===== config.mk =====
export PLATFORM = sky130hd
export DESIGN_NAME = pipe_stage_reg
export DESIGN_NICKNAME = d
export VERILOG_FILES = /design/src/rtl/pipe_stage_reg.sv
export SDC_FILE = /design/constraint.sdc
export NUM_CORES = 1
export LEC_CHECK = 0
export ABC_AREA = 1
export BUFFER_PORTS_ARGS = -buffer_cell sky130_fd_sc_hd__buf_4
export CORE_ASPECT_RATIO = 0.6
export CORE_MARGIN = 2
export CORE_UTILIZATION = 40
export DETAILED_ROUTE_END_ITERATION = 7
export HOLD_SLACK_MARGIN = 0.02
export PLACE_DENSITY = 0.68
export SLEW_MARGIN = 15
export SYNTH_ARGS = -nofsm -noshare
export SYNTH_HDL_FRONTEND = slang
export SYNTH_SLANG_ARGS = --single-unit

===== constraint.sdc =====
create_clock -name clk_i -period 2.85 [get_ports clk_i]
set_clock_uncertainty 0.2 [all_clocks]
set_input_delay 0.7125 -clock clk_i [delete_from_list [all_inputs] [get_ports clk_i]]
set_output_delay 0.7125 -clock clk_i [all_outputs]
set_load 0.01 [all_outputs]

===== src/rtl/pipe_stage_reg.sv =====
// Elastic pipeline stage register with valid/ready handshake and flush.
// Define PIPE_STAGE_REG_SKID_EN for a 2-entry skid buffer with registered ready_o.
module pipe_stage_reg #(
  parameter int unsigned CTRL_WIDTH = 9,
  parameter int unsigned WIDTH      = 32
) (
  input  logic                  clk_i,
  input  logic                  rst_ni,
  input  logic                  flush_i,
  input  logic                  valid_i,
  output logic                  ready_o,
  input  logic [CTRL_WIDTH-1:0] ctrl_i,
  input  logic [WIDTH-1:0]      data_i,
  output logic                  valid_o,
  input  logic                  ready_i,
  output logic [CTRL_WIDTH-1:0] ctrl_o,
  output logic [WIDTH-1:0]      data_o
);

  logic                  valid_q;
  logic [CTRL_WIDTH-1:0] ctrl_q;
  logic [WIDTH-1:0]      data_q;
  logic                  accept;
  logic                  rel;

  assign accept  = valid_i & ready_o;
  assign rel     = valid_q & ready_i;
  assign valid_o = valid_q;
  // Bubbles always decode as NOP downstream.
  assign ctrl_o  = valid_q ? ctrl_q : '0;
  assign data_o  = data_q;

`ifdef PIPE_STAGE_REG_SKID_EN

  typedef enum logic [1:0] {
    EMPTY,
    HALF,
    FULL
  } state_e;

  state_e                state_q;
  logic                  skid_valid_q;
  logic [CTRL_WIDTH-1:0] skid_ctrl_q;
  logic [WIDTH-1:0]      skid_data_q;

  assign ready_o = ~skid_valid_q;

  always_ff @(posedge clk_i or negedge rst_ni) begin
    if (!rst_ni) begin
      state_q      <= EMPTY;
      valid_q      <= 1'b0;
      ctrl_q       <= '0;
      data_q       <= '0;
      skid_valid_q <= 1'b0;
      skid_ctrl_q  <= '0;
      skid_data_q  <= '0;
    end else if (flush_i) begin
      state_q      <= EMPTY;
      valid_q      <= 1'b0;
      ctrl_q       <= '0;
      data_q       <= '0;
      skid_valid_q <= 1'b0;
      skid_ctrl_q  <= '0;
      skid_data_q  <= '0;
    end else begin
      unique case (state_q)
        EMPTY: begin
          if (accept) begin
            state_q <= HALF;
            valid_q <= 1'b1;
            ctrl_q  <= ctrl_i;
            data_q  <= data_i;
          end
        end
        HALF: begin
          if (accept && rel) begin
            ctrl_q <= ctrl_i;
            data_q <= data_i;
          end else if (accept) begin
            state_q      <= FULL;
            skid_valid_q <= 1'b1;
            skid_ctrl_q  <= ctrl_i;
            skid_data_q  <= data_i;
          end else if (rel) begin
            state_q <= EMPTY;
            valid_q <= 1'b0;
          end
        end
        FULL: begin
          // Skid drains into main on the same edge main is released.
          if (rel) begin
            state_q      <= HALF;
            ctrl_q       <= skid_ctrl_q;
            data_q       <= skid_data_q;
            skid_valid_q <= 1'b0;
          end
        end
        default: begin
          state_q      <= EMPTY;
          valid_q      <= 1'b0;
          skid_valid_q <= 1'b0;
        end
      endcase
    end
  end

`else

  assign ready_o = ready_i | ~valid_q;

  always_ff @(posedge clk_i or negedge rst_ni) begin
    if (!rst_ni) begin
      valid_q <= 1'b0;
      ctrl_q  <= '0;
      data_q  <= '0;
    end else if (flush_i) begin
      valid_q <= 1'b0;
      ctrl_q  <= '0;
      data_q  <= '0;
    end else if (accept) begin
      valid_q <= 1'b1;
      ctrl_q  <= ctrl_i;
      data_q  <= data_i;
    end else if (rel) begin
      valid_q <= 1'b0;
    end
  end

`endif

endmodule


### Word-level counts from Yosys, hierarchy flattened

Index checks and enable logic that the tools add are counted.

* register bits: 42
* input bits: 46
* output and inout port bits: 43
* word-level logic and storage cells: 17

* muxes and demuxes: 8
* bitwise logic cells: 4
* reduce and logical (&&, ||, !) cells: 2

Operators by type and width (count)
* 32-bit two-way mux: 2
* 9-bit two-way mux: 3
* 1-bit two-way mux: 3
* 3-bit nonzero test: 1
* 1-bit AND: 2
* 2-bit nonzero test: 1
* 1-bit NOT: 1
* 1-bit OR: 1

### Longest topological paths before layout

* depth after elaboration: 5
* depth in mapped cells: 6
* depth with buffers taken out: 5

### Least setup slack after synthesis

Ideal clock, no wire load.

* path type: input to output
* start: input port ready_i
* end: output port ready_o
* arrival: 1.024 ns
* required time: 1.938 ns
* path slack: 0.913 ns
* cell stages on the path: 3
* buffers on the path: 1
* cell sequence: inv_2 > nand2_8 > buf_4

* longest elaborated chain between the ends: 1

Ends and longest elaborated chain
* from (decl): RTL line 15 `input logic ready_i,`
* 1-bit OR: RTL line 109 `assign ready_o = ready_i | ~valid_q;`
* to (decl): RTL line 11 `output logic ready_o,`

Every way passes these cells.

### Final worst setup path

* start: register valid_q (netlist: valid_o)
* end: output port ready_o

* longest elaborated chain between the ends: 2

Ends and longest elaborated chain
* from (decl): RTL line 20 `logic valid_q;`
* from (signal assigned): RTL line 113 `valid_q <= 1'b0;`
* from (signal assigned): RTL line 117 `valid_q <= 1'b0;`
* from (signal assigned): RTL line 121 `valid_q <= 1'b1;`
* 1-bit NOT: RTL line 109
* 1-bit OR: RTL line 109

Every way passes these cells.

==> results list <==
* Area growth from synthesis to final layout: 31.0%
- Fillers: 483
- Ranking of synthesized cells by area: sky130_fd_sc_hd__dfrtp_1 (48%), sky130_fd_sc_hd__nand3_2 (18%), sky130_fd_sc_hd__nand4_1 (12%)
- Final weighted congestion of routability-driven global placement: 0.752
* Final Critical Period: 2.39 ns
* Fraction of registers with async set or reset after synthesis: 100%
- Clock tree from TritonCTS: done
- Root Buffer Master: sky130_fd_sc_hd__clkbuf_8
- Final setup violation count: 0
- Placed wire-length estimate after detailed placement: 3420 µm
* Count of state elements after synthesis: 42
- Detailed Routing Iterations Pass 1: 4
- Vert. Die Dim: 61.4 µm
- For the pin with the worst max-slew slack, the measured transition is 0.534 ns.
- Depth of the CTS H-tree: 2
* Antenna Diode Count: 0
* Max FO, Critical Path: 44
- Number of gates given a new drive strength after cts: 0
- For this run, the total global-route usage over all layers was measured as 17.4%.
- Unique cell type count in the Yosys netlist: 13
* Clock input transition at the sequential cells of the worst setup and hold paths: 0.08 ns
- The number of global-route vias before repair is 1602.
* Sequential cell area: 1050 µm²
- Class of the tightest hold or removal check: in2async
* Layout Cells excl Fill: 354
* Total Die Area: 6120 µm²
* Sinks on the clock net: 42
- Antenna violations before repair: 0
- Final hold viol count: 0
* Buffer count from post-CTS setup fixing: 0
- Worst hold margin: 0.190 ns
- After synthesis, the mean cell area works out to 10.4 µm².
- DR DRC count: 0
- In this run the static leakage power is 1.55 nW.
* Core area: 5180 µm²
- Site row count: 20
- After the first detailed-routing iteration, the DRC count stood at 87.
* Routed vias/inst: 5.02
- FF-to-FF path depth: 4
* Post-route antenna net violation count: 0
- Number of max-slew violations in the final report: 0
* Total wire length: 5100 µm
- The critical path goes through nand2_8 > buf_4.
- Sequential area share after synthesis: 47.8%
* Worst endpoint required time: 1.94 ns
- Number of flops mapped to enable cells by yosys: 0
* Starting Density: 42.4%
- For this run, the post-layout net count is 333.
- Insertion delay of the later-clocked pin in the worst-skew pair: 0.29 ns
- Setup slack on the worst reg-to-reg path comes out at 1.05 ns.
- Maximum number of pins on one net before global-route repair: 51
* Multi-input logic area: 895 µm²
- Number of nets in the synthesized netlist: 257
* Wire per inst: 14.4 µm
- The first global-routing pass estimated 8140 µm of wire.
- The number of hold buffers added after CTS was 0.
* Count of placed standard cells including taps: 346
- Counting the buffers created by CTS gives 5.
* Total power: 0.00136 W
- Ranking of synthesized cells by instance count: sky130_fd_sc_hd__nand2_1 (50), sky130_fd_sc_hd__dfrtp_1 (42), sky130_fd_sc_hd__nand4_1 (41), sky130_fd_sc_hd__nand3_2 (40), sky130_fd_sc_hd__buf_2 (11)
* Synthesis Warnings: 0
* Vias: 1778
* Most numerous cell in the Yosys netlist: sky130_fd_sc_hd__nand2_1
* Worst setup SP type: flip-flop
- PD cells: 474 nW/µm²
- Main synth FF type: sky130_fd_sc_hd__dfrtp_1
- The worst setup path is of the reg2out kind.
- Data arrival time of the critical path: 1.48 ns
- Congestion Overflow GR: 0
- Minimum setup slack after placement: 0.599 ns
- Post-Synthesis Cell Area: 2200 µm²
- The run finished with clean final reports.
- Max-cap violations in this run came to 0.
- The clock passes through at most 2 buffers.
* Fraction of final layout cells sized beyond drive strength 1: 49.7%
* Worst slew slack as a fraction of its limit: 64.4%
* Post-layout worst setup margin: 0.457 ns
- Peak supply drop: 0.208 mV
- Setup total negative slack on the finished layout was measured at 0 ns.
* Post-synthesis cell type with the largest combined area: sky130_fd_sc_hd__dfrtp_1
- F_max: 0.418 GHz
- For this design, the slowest cell found on the critical path is sky130_fd_sc_hd__dfrtp_1.
* X dimension of the die: 99.7 µm
* Area share of the largest cell type after synthesis: 47.8%
- Final cycle utilization of the critical path: 84.0%
- Input and output buffers added on the ports amount to 88.
- Crit Reg-Reg Endpoint: data_o[29]
* # IOs: 89
* Reg-to-reg critical path startpoint: valid_o
- For this run, the slowest stage of the critical path takes 0.66 ns.
- Setup repair after global routing left no endpoint under its margin.
- Number of instances in the synthesized netlist: 211
- STA classifies the critical path endpoint as a primary output.
==> per-stage QoR <==
stage / utilization (%) / instance area, µm²
5_1_grt: 55.6 / 2880
3_5_place_dp: 53.5 / 2770
2_1_floorplan: - / 2200
3_3_place_gp: 53.5 / 2770
6_report: 55.6 / 2880
4_1_cts: 55.6 / 2880
==> cell usage in the layout, fill, tap and decap left out, drive strengths merged <==
cell type,netlist,layout
clkinv,0,3
nand2,52,52
buf,22,91
dfrtp,42,42
a21oi,1,1
inv,12,11
bufinv,0,1
clkbuf,0,5
nand3,41,41
nand4,41,41
==> cells by family (layout without fill, tap and decap cells) <==
family                 Yosys count  count (layout)  share of synthesized area, %
AO/OA/AOI/OAI                    1               1                         0.228
buffers and inverters           34             111                          11.4
flip-flops                      42              42                          47.8
AND/OR/NAND/NOR                134             134                          40.5
==> layer usage <==
metal  global-route usage [%]  vias up  share of wire (%)
met2                     24.8       87                 41
met3                     5.45        4                 10
met1                     26.1      807                 48
met4                     3.52        0               0.33
met5                        0        -                  0
li1                         -      880                  -
==> area by class of cell <==
cell class / count / share of cell area (%)
clock buffer: 5 / 2.39
clock inverter: 3 / 1.39
inverter: 12 / 1.61
multi-input combinational: 135 / 31.1
sequential: 42 / 36.5
tap: 66 / 2.87
timing repair buffer: 91 / 24.2
==> how the worst max path moves through the flow <==
stage,from,to,slack [ns],depth (start not counted)
global route,valid_o,ready_o,0.37,2
CTS,valid_o,ready_o,0.45,2
finish,valid_o,ready_o,0.46,2
floorplan,ready_i,ready_o,0.91,3
detailed placement,ready_i,ready_o,0.60,4
global placement,ready_i,ready_o,0.59,4
==> sequential cells by signal, indices dropped and copies added, names as in the netlist <==
signal / cells
valid_o: 1
ctrl_q: 9
data_o: 32
==> report_power, final <==
group	switching [W]	leakage (nW)	internal [W]
clock	0.000206	0.0579	0.000258
combinational	0.000127	0.927	0.000112
sequential	0.0000306	0.560	0.000631
==> worst max-delay path: cells and delay by family, from the launching register on <==
family	cells	cell delay [ns]
flip-flops	1	0.66
AND/OR/NAND/NOR	1	0.27
buffers and inverters	1	0.24
No activity file was read; power rests on OpenSTA's default activity.
